### config.mk
export PLATFORM = sky130hd
export DESIGN_NAME = timer_ctrl
export DESIGN_NICKNAME = d
export VERILOG_FILES = /design/src/rtl/timer_pkg.sv /design/src/rtl/tick_prescaler.sv /design/src/rtl/timer_ctrl.sv
export SDC_FILE = /design/constraint.sdc
export NUM_CORES = 1
export LEC_CHECK = 0
export CAP_MARGIN = 10
export CORE_MARGIN = 1
export CORE_UTILIZATION = 55
export DETAILED_ROUTE_END_ITERATION = 10
export GPL_ROUTABILITY_DRIVEN = 0
export PLACE_DENSITY = 0.9
export SLEW_MARGIN = 20
export SYNTH_ARGS = -nofsm -noshare
export SYNTH_HDL_FRONTEND = slang
export SYNTH_SLANG_ARGS = --single-unit
### constraint.sdc
create_clock -name clk -period 6.1 [get_ports clk]
set_input_delay 1.22 -clock clk [delete_from_list [all_inputs] [get_ports clk]]
set_output_delay 1.22 -clock clk [all_outputs]
set_load 0.02 [all_outputs]
### src/rtl/timer_pkg.sv
//==============================================================================
// Module   : timer_pkg
// Brief    : Shared types and the prescaler divide helper for the interval timer.
// Revision : 1.0 - initial release
//==============================================================================
`default_nettype none

package timer_pkg;

    typedef enum logic [0:0] {
        IDLE = 1'b0,
        RUN  = 1'b1
    } timer_state_e;

    typedef enum logic [0:0] {
        ONE_SHOT = 1'b0,
        PERIODIC = 1'b1
    } timer_mode_e;

    localparam int c_MIN_DIV = 2;

    // Returns 0 for a non-integer ratio so the caller's range check rejects it.
    function automatic int calc_div(input int clk_hz, input int tick_hz);
        int w_div;
        w_div = 0;
        if (tick_hz > 0) begin
            if ((clk_hz % tick_hz) == 0) begin
                w_div = clk_hz / tick_hz;
            end
        end
        return w_div;
    endfunction

endpackage

`default_nettype wire

### src/rtl/tick_prescaler.sv
//==============================================================================
// Module   : tick_prescaler
// Brief    : Free-running 0..P_DIV-1 divider producing a one-cycle tick while enabled.
// Revision : 1.0 - initial release
//==============================================================================
`default_nettype none

module tick_prescaler #(
    parameter int P_DIV = 4
) (
    input  logic clk,
    input  logic rst,
    input  logic iClr,
    input  logic iEn,
    output logic oTick
);

    localparam int c_PRE_W = (P_DIV > 2) ? $clog2(P_DIV) : 1;
    localparam logic [c_PRE_W-1:0] c_LAST = c_PRE_W'(P_DIV - 1);

    logic [c_PRE_W-1:0] r_pre;
    logic               w_wrap;

    assign w_wrap = (r_pre == c_LAST);

    // Disabled means parked at zero, so every run starts a full tick period.
    always_ff @(posedge clk) begin
        if (rst || iClr || !iEn) begin
            r_pre <= '0;
        end else if (w_wrap) begin
            r_pre <= '0;
        end else begin
            r_pre <= r_pre + 1'b1;
        end
    end

    assign oTick = iEn && w_wrap;

endmodule

`default_nettype wire

### src/rtl/timer_ctrl.sv
//==============================================================================
// Module   : timer_ctrl
// Brief    : One-shot / periodic interval timer with sticky expiry interrupt.
//            Optional overrun flag is built when TIMER_CTRL_OVERRUN_EN is defined.
// Revision : 1.0 - initial release
//==============================================================================
`default_nettype none

module timer_ctrl
    import timer_pkg::*;
#(
    parameter int P_CLK_HZ  = 100_000_000,
    parameter int P_TICK_HZ = 1000,
    parameter int P_CNT_W   = 16
) (
    input  logic               clk,
    input  logic               rst,
    input  logic               iStart,
    input  logic               iStop,
    input  logic               iMode,
    input  logic [P_CNT_W-1:0] iPeriod,
    input  logic               iIrqAck,
    output logic               oBusy,
    output logic               oIrq,
    output logic [P_CNT_W-1:0] oCount,
    output logic               oTick
`ifdef TIMER_CTRL_OVERRUN_EN
    ,
    output logic               oOverrun
`endif
);

    localparam int c_DIV = calc_div(P_CLK_HZ, P_TICK_HZ);
    localparam logic [P_CNT_W-1:0] c_ONE = P_CNT_W'(1);

    if (c_DIV < c_MIN_DIV) begin : g_div_check
        $error("timer_ctrl: P_CLK_HZ / P_TICK_HZ must be an exact integer >= 2");
    end

    timer_state_e       r_state;
    timer_state_e       w_state_nxt;
    timer_mode_e        r_mode;
    timer_mode_e        w_mode_nxt;
    logic [P_CNT_W-1:0] r_count;
    logic [P_CNT_W-1:0] w_count_nxt;
    logic [P_CNT_W-1:0] r_period;
    logic [P_CNT_W-1:0] w_period_nxt;
    logic               r_irq;
    logic               w_tick;
    logic               w_run;
    logic               w_start_ok;
    logic               w_expire;
    logic               w_clr_pre;

    assign w_run      = (r_state == RUN);
    assign w_start_ok = iStart && (iPeriod != '0);

    tick_prescaler #(
        .P_DIV (c_DIV)
    ) u_prescaler (
        .clk   (clk),
        .rst   (rst),
        .iClr  (w_clr_pre),
        .iEn   (w_run),
        .oTick (w_tick)
    );

    always_ff @(posedge clk) begin
        if (rst) begin
            r_state  <= IDLE;
            r_mode   <= ONE_SHOT;
            r_count  <= '0;
            r_period <= '0;
        end else begin
            r_state  <= w_state_nxt;
            r_mode   <= w_mode_nxt;
            r_count  <= w_count_nxt;
            r_period <= w_period_nxt;
        end
    end

    // Stop beats start, start beats expiry; a restart never expires in its own cycle.
    always_comb begin
        w_state_nxt  = r_state;
        w_mode_nxt   = r_mode;
        w_count_nxt  = r_count;
        w_period_nxt = r_period;
        w_expire     = 1'b0;
        w_clr_pre    = 1'b0;
        if (iStop) begin
            w_state_nxt = IDLE;
            w_count_nxt = '0;
        end else if (w_start_ok) begin
            w_state_nxt  = RUN;
            w_mode_nxt   = timer_mode_e'(iMode);
            w_count_nxt  = iPeriod;
            w_period_nxt = iPeriod;
            w_clr_pre    = 1'b1;
        end else if (w_run && w_tick) begin
            if (r_count > c_ONE) begin
                w_count_nxt = r_count - c_ONE;
            end else begin
                w_expire = 1'b1;
                if (r_mode == PERIODIC) begin
                    w_count_nxt = r_period;
                end else begin
                    w_count_nxt = '0;
                    w_state_nxt = IDLE;
                end
            end
        end
    end

    // Expiry outranks the ack so a fresh event is never lost.
    always_ff @(posedge clk) begin
        if (rst) begin
            r_irq <= 1'b0;
        end else if (w_expire) begin
            r_irq <= 1'b1;
        end else if (iIrqAck) begin
            r_irq <= 1'b0;
        end
    end

`ifdef TIMER_CTRL_OVERRUN_EN
    logic r_overrun;

    always_ff @(posedge clk) begin
        if (rst) begin
            r_overrun <= 1'b0;
        end else if (w_expire && r_irq) begin
            r_overrun <= 1'b1;
        end else if (iIrqAck && !w_expire) begin
            r_overrun <= 1'b0;
        end
    end

    assign oOverrun = r_overrun;
`endif

    assign oBusy  = w_run;
    assign oIrq   = r_irq;
    assign oCount = r_count;
    assign oTick  = w_tick;

endmodule

`default_nettype wire

# Word-level counts from Yosys, hierarchy flattened

Cells that the tools add are included.

Register bits: 52
Word-level logic and storage cells: 42

Add/subtract/negate cells: 2
Order comparisons: 1
Equality and inequality tests: 3
Muxes and demuxes: 16
Bitwise gates (word level): 1
Reductions and logical operators: 13

Operators by type and width:

| cell                                                  | count |
|---|---|
| two-way mux 16 bit                                    | 4 |
| adder 17 x 1 -> 17 bit, second input constant         | 1 |
| equality test 17 bit, second input constant           | 1 |
| > comparator 16 x 1 -> 1 bit, second input constant   | 1 |
| nonzero test 16 bit                                   | 1 |
| subtractor 16 x 1 -> 16 bit, second input constant    | 1 |
| two-way mux 1 bit                                     | 12 |
| nonzero test 2 bit                                    | 2 |
| OR reduction 2 bit                                    | 2 |
| logical AND 1 bit                                     | 3 |
| AND reduction 3 bit                                   | 1 |
| logical OR 1 bit                                      | 2 |
| inequality test 2 x 1 -> 1 bit, second input constant | 1 |
| inequality test 2 bit, second input constant          | 1 |
| AND reduction 2 bit                                   | 1 |
| logical NOT 1 bit                                     | 1 |
| NOT 1 bit                                             | 1 |

# Longest topological paths before layout

Gate-level depths: netlist of the first run.

Depth in word-level cells: 7
Mapped depth: 9

# Cells and area by module

Synthesis of the first run repeated with hierarchy kept, for this count alone.

Cell total of the unflattened synthesis: 355
Area total of the unflattened synthesis: 2756.4 um^2

By module, submodules not included:

| module         | times used | cells each | area each (um^2) | seq. area each (um^2) |
|---|---|---|---|---|
| timer_ctrl     | 1          | 266        | 1959.4           | 700.7 |
| tick_prescaler | 1          | 89         | 797.0            | 340.3 |

# Worst setup path after synthesis of the first run

Ideal clock, no wire load.

Kind: input to register
From: in iPeriod[7]
To: reg u_prescaler.r_pre[10]
Arrival: 2.864 ns
Required time: 6.038 ns
Slack: 3.173 ns
Stages on the path: 8
Buffers on the path: 3
Path through: or4_1 nor4_2 nor3b_1 buf_6 or2_1 buf_6 buf_12 nor2_4

Word-level cells in the longest chain between the ends: 7

Ends and longest elaborated chain:

| element                       | line                 | source |
|---|---|---|
| from (decl)                   | timer_ctrl.sv:21     | `input logic [P_CNT_W-1:0] iPeriod,` |
| nonzero test 16 bit           | timer_ctrl.sv:56     | `assign w_start_ok = iStart && (iPeriod != '0);` |
| logical AND 1 bit             | timer_ctrl.sv:56     |  |
| two-way mux 1 bit             | timer_ctrl.sv:93     | `end else if (w_start_ok) begin` |
| two-way mux 1 bit             | timer_ctrl.sv:90     | `if (iStop) begin` |
| logical OR 1 bit (2 in a row) | tick_prescaler.sv:28 | `if (rst \|\| iClr \|\| !iEn) begin` |
| OR reduction 2 bit (no line)  | n/a                  |  |
| to (signal assigned)          | tick_prescaler.sv:33 | `r_pre <= r_pre + 1'b1;` |
| to (decl)                     | tick_prescaler.sv:21 | `logic [c_PRE_W-1:0] r_pre;` |

Every way passes these cells.
A chain may end at the register's enable or synchronous reset.

# Worst setup path in the final report of the first run

From: reg u_prescaler.r_pre[0]
To: out oTick

Word-level cells in the longest chain between the ends: 2

Ends and longest elaborated chain:

| element              | line                 | source |
|---|---|---|
| equality test 17 bit | tick_prescaler.sv:24 | `assign w_wrap = (r_pre == c_LAST);` |
| logical AND 1 bit    | tick_prescaler.sv:37 | `assign oTick = iEn && w_wrap;` |
| to (decl)            | timer_ctrl.sv:26     | `output logic oTick` |

Every way passes these cells.

==> impl_metrics.json, run 1 <==
{
  "required_ns": 4.88,
  "coreArea_sq_mm": 0.005075,
  "crit_path_end_kind": "output port",
  "synthesis.area_sq_mm": 0.002898,
  "synth_xor_xnor_area_share": 0.06045,
  "synth_top_area_frac": 0.3592,
  "io_buffers": 40,
  "critical_path.max_stage_delay_ns": 0.67,
  "die_x_um": 74.59,
  "grt_usage": 0.2890,
  "drive_above_1_share": 0.08625,
  "hold_viol": 0,
  "cts_buffers": 5,
  "synth_fp_nets": 368,
  "synthSimpleGateAreaFrac": 0.2953,
  "synthCells": 343,
  "crit_buf_inv": 1,
  "ys_seq_elements": 52,
  "insertedDiodeCount": 0,
  "synth_top_family_by_area": "simple AND/OR/NAND/NOR gates",
  "fin_crit_ns": 3.646,
  "slowest_stage": "clkdlybuf4s50_1",
  "synth_area_leader_cell": "dfxtp_1",
  "min_path_type": "register to register",
  "ys_types": 59,
  "tightest_slew_ns": 1.090,
  "drtAntennaViolNets": 0,
  "worstSkewPairLatency_ns": 0.31,
  "dp_hpwl_mm": 5.404,
  "routed_wl_mm": 7.798,
  "leakage_nw": 1.094,
  "grt_overflow": 0,
  "htreeDepth": 2,
  "clk_path_buf_depth": 2,
  "slew_headroom": 0.2666,
  "crit_family": "simple AND/OR/NAND/NOR gates",
  "multi_input_area_sq_mm": 0.001732,
  "tritoncts": "yes",
  "rsz0062_at_grt": "false",
  "grt_pass1_wl_mm": 12.40,
  "area_delta_synth_final_pct": 17.88,
  "critical_path_class": "register to output port",
  "holdBufCountCts": 0,
  "firstDrtPassIters": 5,
  "synth_compound_area_frac": 0.1658,
  "die_height_um": 74.59,
  "fin_crit_sh": 0.5977,
  "clock_tree.root_cell": "clkbuf_8",
  "clk_pin_slew_ns": 0.10,
  "skew_ns": 0.009391,
  "num_vias": 2839,
  "grt_max_degree": 22,
  "holdWs_ns": 0.4554,
  "ys.flop_type": "dfxtp_1",
  "setup_viol_count_final": 0,
  "ir_worst_vdd_mv": 0.1277,
  "core.rowCount": 26,
  "post_cts_buffers": 0,
  "drtIter0Drc": 293,
  "total_power_mw": 0.7429,
  "powerDensity_mw_per_mm2": 217.5,
  "crit_chain": "ha_1 > nand3_1 > nand2b_1 > nor3_1 > clkdlybuf4s50_1",
  "antenna_found_initial": 0,
  "crit_path_max_fanout": 9,
  "seq_area_sq_mm": 0.001041,
  "async_flop_share": 0,
  "io_pins": 41,
  "synthMuxAreaShare": 0.05872,
  "ys_top_cells_by_area": "dfxtp_1, mux2i_1, nor2_1, xnor2_1, nor2_4",
  "fmax_mhz": 274.3,
  "slew_viol_final": 0,
  "synth-edff-count": 0,
  "clock-sinks": 52,
  "dieArea_sq_mm": 0.005563,
  "cp.arrival_ns": 2.43,
  "drc_errors": 0,
  "routed_via_density": 6.438,
  "yosysSeqAreaShare": 0.3592,
  "tns_ns": 0,
  "routedWlPerCell_um": 17.68,
  "worstSetupStartpointType": "register",
  "grt_pass1_vias": 2584,
  "synth_warnings": 0,
  "start_util": 0.5710,
  "status": "complete, no violations",
  "maxCapViolations": 0,
  "synth.avg_cell_area_sq_um": 8.448,
  "nets": 395,
  "fin_util": 0.6731,
  "synth_fa_ha_area_frac": 0.01295,
  "cts.repair.resized": 0,
  "fillers": 415
}
[per-stage QoR]
stage,std cells,worst slack [ns],cell area [sq um]
after floorplan,343,3.173,2898
after global placement,433,2.524,3292
after detailed placement,433,2.472,3292
after CTS,441,2.430,3413
after global routing,441,2.317,3416
final,441,2.454,3416
[cell families (layout without fill, tap and decap cells)]
kind of cell | after synthesis | count (layout)
AO/OA/AOI/OAI | 72 | 72
XOR/XNOR | 20 | 20
adder cells (fa/ha/maj) | 3 | 3
buffers and inverters | 27 | 55
flip-flops | 52 | 52
multiplexers | 17 | 17
AND/OR/NAND/NOR | 152 | 152
[synthesized netlist by cell type, drive strengths merged (3+ instances only)]
library cell	count
nor3	14
or4	5
nand2	19
a21oi	17
nor4	5
a211oi	3
xor2	6
o21ai	17
dfxtp	52
nand3	17
and3	4
nor2	53
buf	8
xnor2	14
a31oi	5
inv	5
clkbuf	14
mux2i	17
nand4	13
or2	3
nand2b	3
ha	3
o211ai	6
[layer usage]
metal	track usage	vias up	wire [um]
li1	-	1313	-
met1	0.3772	1314	3118
met2	0.4685	181	3748
met3	0.05827	31	702
met4	0.1132	0	228
met5	0	-	0
[cell type report]
cell class,count,share of cell area
Clock buffer,6,0.02418
Clock inverter,2,0.01136
Inverter,5,0.005494
Multi-Input combinational cell,264,0.5070
Sequential cell,52,0.3048
Tap cell,70,0.02564
Timing Repair Buffer,42,0.1216
[final timing paths]
| kind | cells after the start | end | slack (ns) | start |
|---|---|---|---|---|
| max | 5 | oTick | 2.45 | u_prescaler.r_pre[0] |
| min | 2 | oIrq | 0.46 | oIrq |
| max reg2reg | 5 | oCount[10] | 3.26 | oCount[7] |
| min reg2reg | 2 | oIrq | 0.46 | oIrq |
[report_power, final]
group	internal [mW]	switching (mW)	total (mW)	leakage (nW)
clock	0.134	0.117	0.252	0.0614
sequential	0.349	0.0131	0.362	0.423
combinational	0.0535	0.0753	0.129	0.609
total	0.537	0.206	0.743	1.09
[placed cells by master, fill, tap and decap left out, drive strengths merged, types with 4 or more instances in the layout]
| cell | instances |
|---|---|
| nand2 | 19 |
| or4 | 5 |
| nand4 | 13 |
| nor4 | 5 |
| nor2 | 53 |
| xor2 | 6 |
| o211ai | 6 |
| mux2i | 17 |
| and3 | 4 |
| a21oi | 17 |
| clkdlybuf4s50 | 40 |
| o21ai | 17 |
| nand3 | 17 |
| nor3 | 14 |
| dfxtp | 52 |
| a31oi | 5 |
| xnor2 | 14 |
| clkbuf | 6 |
| inv | 5 |
[flip-flops by register name, indices dropped and copies added, names as in the netlist]
name	count
r_period	16
oCount	16
r_mode	1
oBusy	1
u_prescaler.r_pre	17
oIrq	1
[worst reg2reg max path, delay by kind of cell (launching register included)]
kind | cells | cell delay [ns]
flops | 1 | 0.43
simple gates | 2 | 0.95
compound gates | 3 | 1.33
Note: power is estimated with default switching activity, not from simulation.
==> run 2: changes to the inputs <==
- CORE_UTILIZATION: 55 -> 49
- PLACE_DENSITY: 0.9 -> 0.86
- clock period: 6.1 -> 2.95 ns (I/O delays scaled with it)
==> run 2 against run 1 <==
Against the previous run:
- combinational power is 120% higher
- critical path depth stayed put
- core utilization is 4.7 points lower
- largest power group unchanged
- die area is 12% higher
- routed wire length is 1.9% lower
- sequential cell count stayed put
- critical path type unchanged
- clock skew is 0.0024 ns higher
- non-clock buffer count is 17 higher
- hold slack better by 0.0011 ns
- setup slack worse by 2.3 ns
==> impl_metrics.json, run 2 (synthesis gave the netlist of run 1 again) <==
{
  "hold_path_depth": 1,
  "tns_ns": 0,
  "cts.repair.resized": 0,
  "tightest_slew_ns": 0.8302,
  "io_buffers": 40,
  "finalNonFillerCells": 460,
  "rsz0062_at_grt": "false",
  "worstSetupStartpointType": "register",
  "num_vias": 2873,
  "start_util": 0.5167,
  "nets": 412,
  "antenna_found_initial": 0,
  "skew_ns": 0.01179,
  "multi_input_area_sq_mm": 0.001729,
  "cts_buffers": 5,
  "post_cts_buffers": 0,
  "crit_path_max_fanout": 3,
  "htreeDepth": 2,
  "grt_pass1_wl_mm": 12.55,
  "drtIter0Drc": 327,
  "routed_via_density": 6.246,
  "critical_path_class": "register to output port",
  "reg2reg_depth": 7,
  "firstDrtPassIters": 5,
  "clk_path_buf_depth": 2,
  "grt_max_degree": 26,
  "slew_viol_final": 0,
  "drive_above_1_share": 0.1211,
  "setup_viol_count_final": 0,
  "slew_headroom": 0.4453,
  "hp-start": "u_prescaler.r_pre[0]",
  "die_x_um": 78.90,
  "leakage_nw": 1.160,
  "slowest_stage": "clkdlybuf4s50_1",
  "final_cell_mix": "dfxtp_1, nor2_1, clkdlybuf4s50_1, nand2_1, buf_4",
  "place_area_sq_mm": 0.003422,
  "final_common_cell": "dfxtp_1",
  "coreArea_sq_mm": 0.005608,
  "dp_hpwl_mm": 5.603,
  "dieArea_sq_mm": 0.006225,
  "dp_cells": 452,
  "largest_register_ffs": 17,
  "ir_worst_vdd_mv": 0.3082,
  "core.rowCount": 27,
  "critical_path.max_stage_delay_ns": 0.67,
  "worstSkewPairLatency_ns": 0.31,
  "clock-sinks": 52,
  "crit_family": "buffers and inverters",
  "hold_viol": 0,
  "holdBufCountCts": 0,
  "crit_start": "u_prescaler.r_pre[0]",
  "holdWs_ns": 0.4565,
  "registers.top_by_ff_count": "u_prescaler.r_pre",
  "die_height_um": 78.90,
  "area_delta_synth_final_pct": 21.07,
  "timing.rr.start": "oCount[0]",
  "required_ns": 2.36,
  "seq_area_sq_mm": 0.001041,
  "design_area_sq_mm": 0.003508,
  "fillers": 505,
  "grt_overflow": 0,
  "powerDensity_mw_per_mm2": 413.0,
  "cp.arrival_ns": 2.22,
  "crit_buf_inv": 1,
  "io_pins": 41,
  "routed_wl_mm": 7.652,
  "min_path_type": "register to register",
  "drc_errors": 0,
  "grt_usage": 0.2551,
  "grt_pass1_vias": 2536,
  "tritoncts": "yes",
  "min_delay_worst_endpoint": "u_prescaler.r_pre[0]",
  "status": "complete, no violations",
  "routedWlPerCell_um": 16.63,
  "insertedDiodeCount": 0,
  "clk_pin_slew_ns": 0.10,
  "fmax_mhz": 356.0,
  "clock_tree.root_cell": "clkbuf_8",
  "drtAntennaViolNets": 0,
  "maxCapViolations": 0,
  "crit_chain": "ha_1 > nand3_1 > nand2b_1 > nor3_1 > clkdlybuf4s50_1",
  "r2r_slack_ns": 0.61,
  "fin_crit_sh": 0.9521,
  "crit_path_end_kind": "output port",
  "r2r-end": "oCount[4]",
  "fin_crit_ns": 2.809
}
run 2: final cells by class:
type / instances / area share
Sequential cell: 52 / 0.2967
Multi-Input combinational cell: 264 / 0.4929
Clock inverter: 2 / 0.003923
Inverter: 5 / 0.005350
Tap cell: 72 / 0.02568
Clock buffer: 6 / 0.02068
Timing Repair Buffer: 59 / 0.1548
run 2: power breakdown:
group / total (mW) / switching, mW / internal, mW
Sequential: 0.748 / 0.0256 / 0.722
Clock: 0.416 / 0.246 / 0.170
Combinational: 0.285 / 0.159 / 0.126
run 2: worst register-to-register path, stage by stage (launching register included):
cell,delay (ns)
dfxtp_1,0.41
inv_1,0.10
ha_1,0.24
nor3b_1,0.71
and2_1,0.22
a31oi_1,0.04
o41ai_1,0.35
a211oi_1,0.13
run 2: worst max path at each step:
| stage | cells past startpoint | end | slack [ns] |
|---|---|---|---|
| finish | 5 | oTick | 0.14 |
| global route | 5 | oTick | 0.06 |
| CTS | 5 | oTick | 0.14 |
| detailed placement | 6 | oCount[1] | 0.11 |
| global placement | 6 | oCount[1] | 0.15 |
| floorplan | 8 | u_prescaler.r_pre[10] | 0.65 |
run 2: through the flow:
stage          total power [mW]  utilization  setup slack, ns
5_1_grt                   1.508       0.6256          0.06345
6_report                  1.449       0.6256           0.1412
4_1_cts                   1.441       0.6256           0.1401
3_5_place_dp              1.039       0.6102           0.1076
2_1_floorplan            0.9279            -           0.6533
3_3_place_gp              1.034       0.6102           0.1463
run 2: layer usage:
| layer | GRT usage | vias up | share of wire |
|---|---|---|---|
| met5 | 0 | - | 0 |
| met4 | 0.08727 | 0 | 0.017 |
| met3 | 0.06092 | 25 | 0.11 |
| met2 | 0.3991 | 178 | 0.46 |
| met1 | 0.3431 | 1318 | 0.41 |
| li1 | - | 1352 | - |
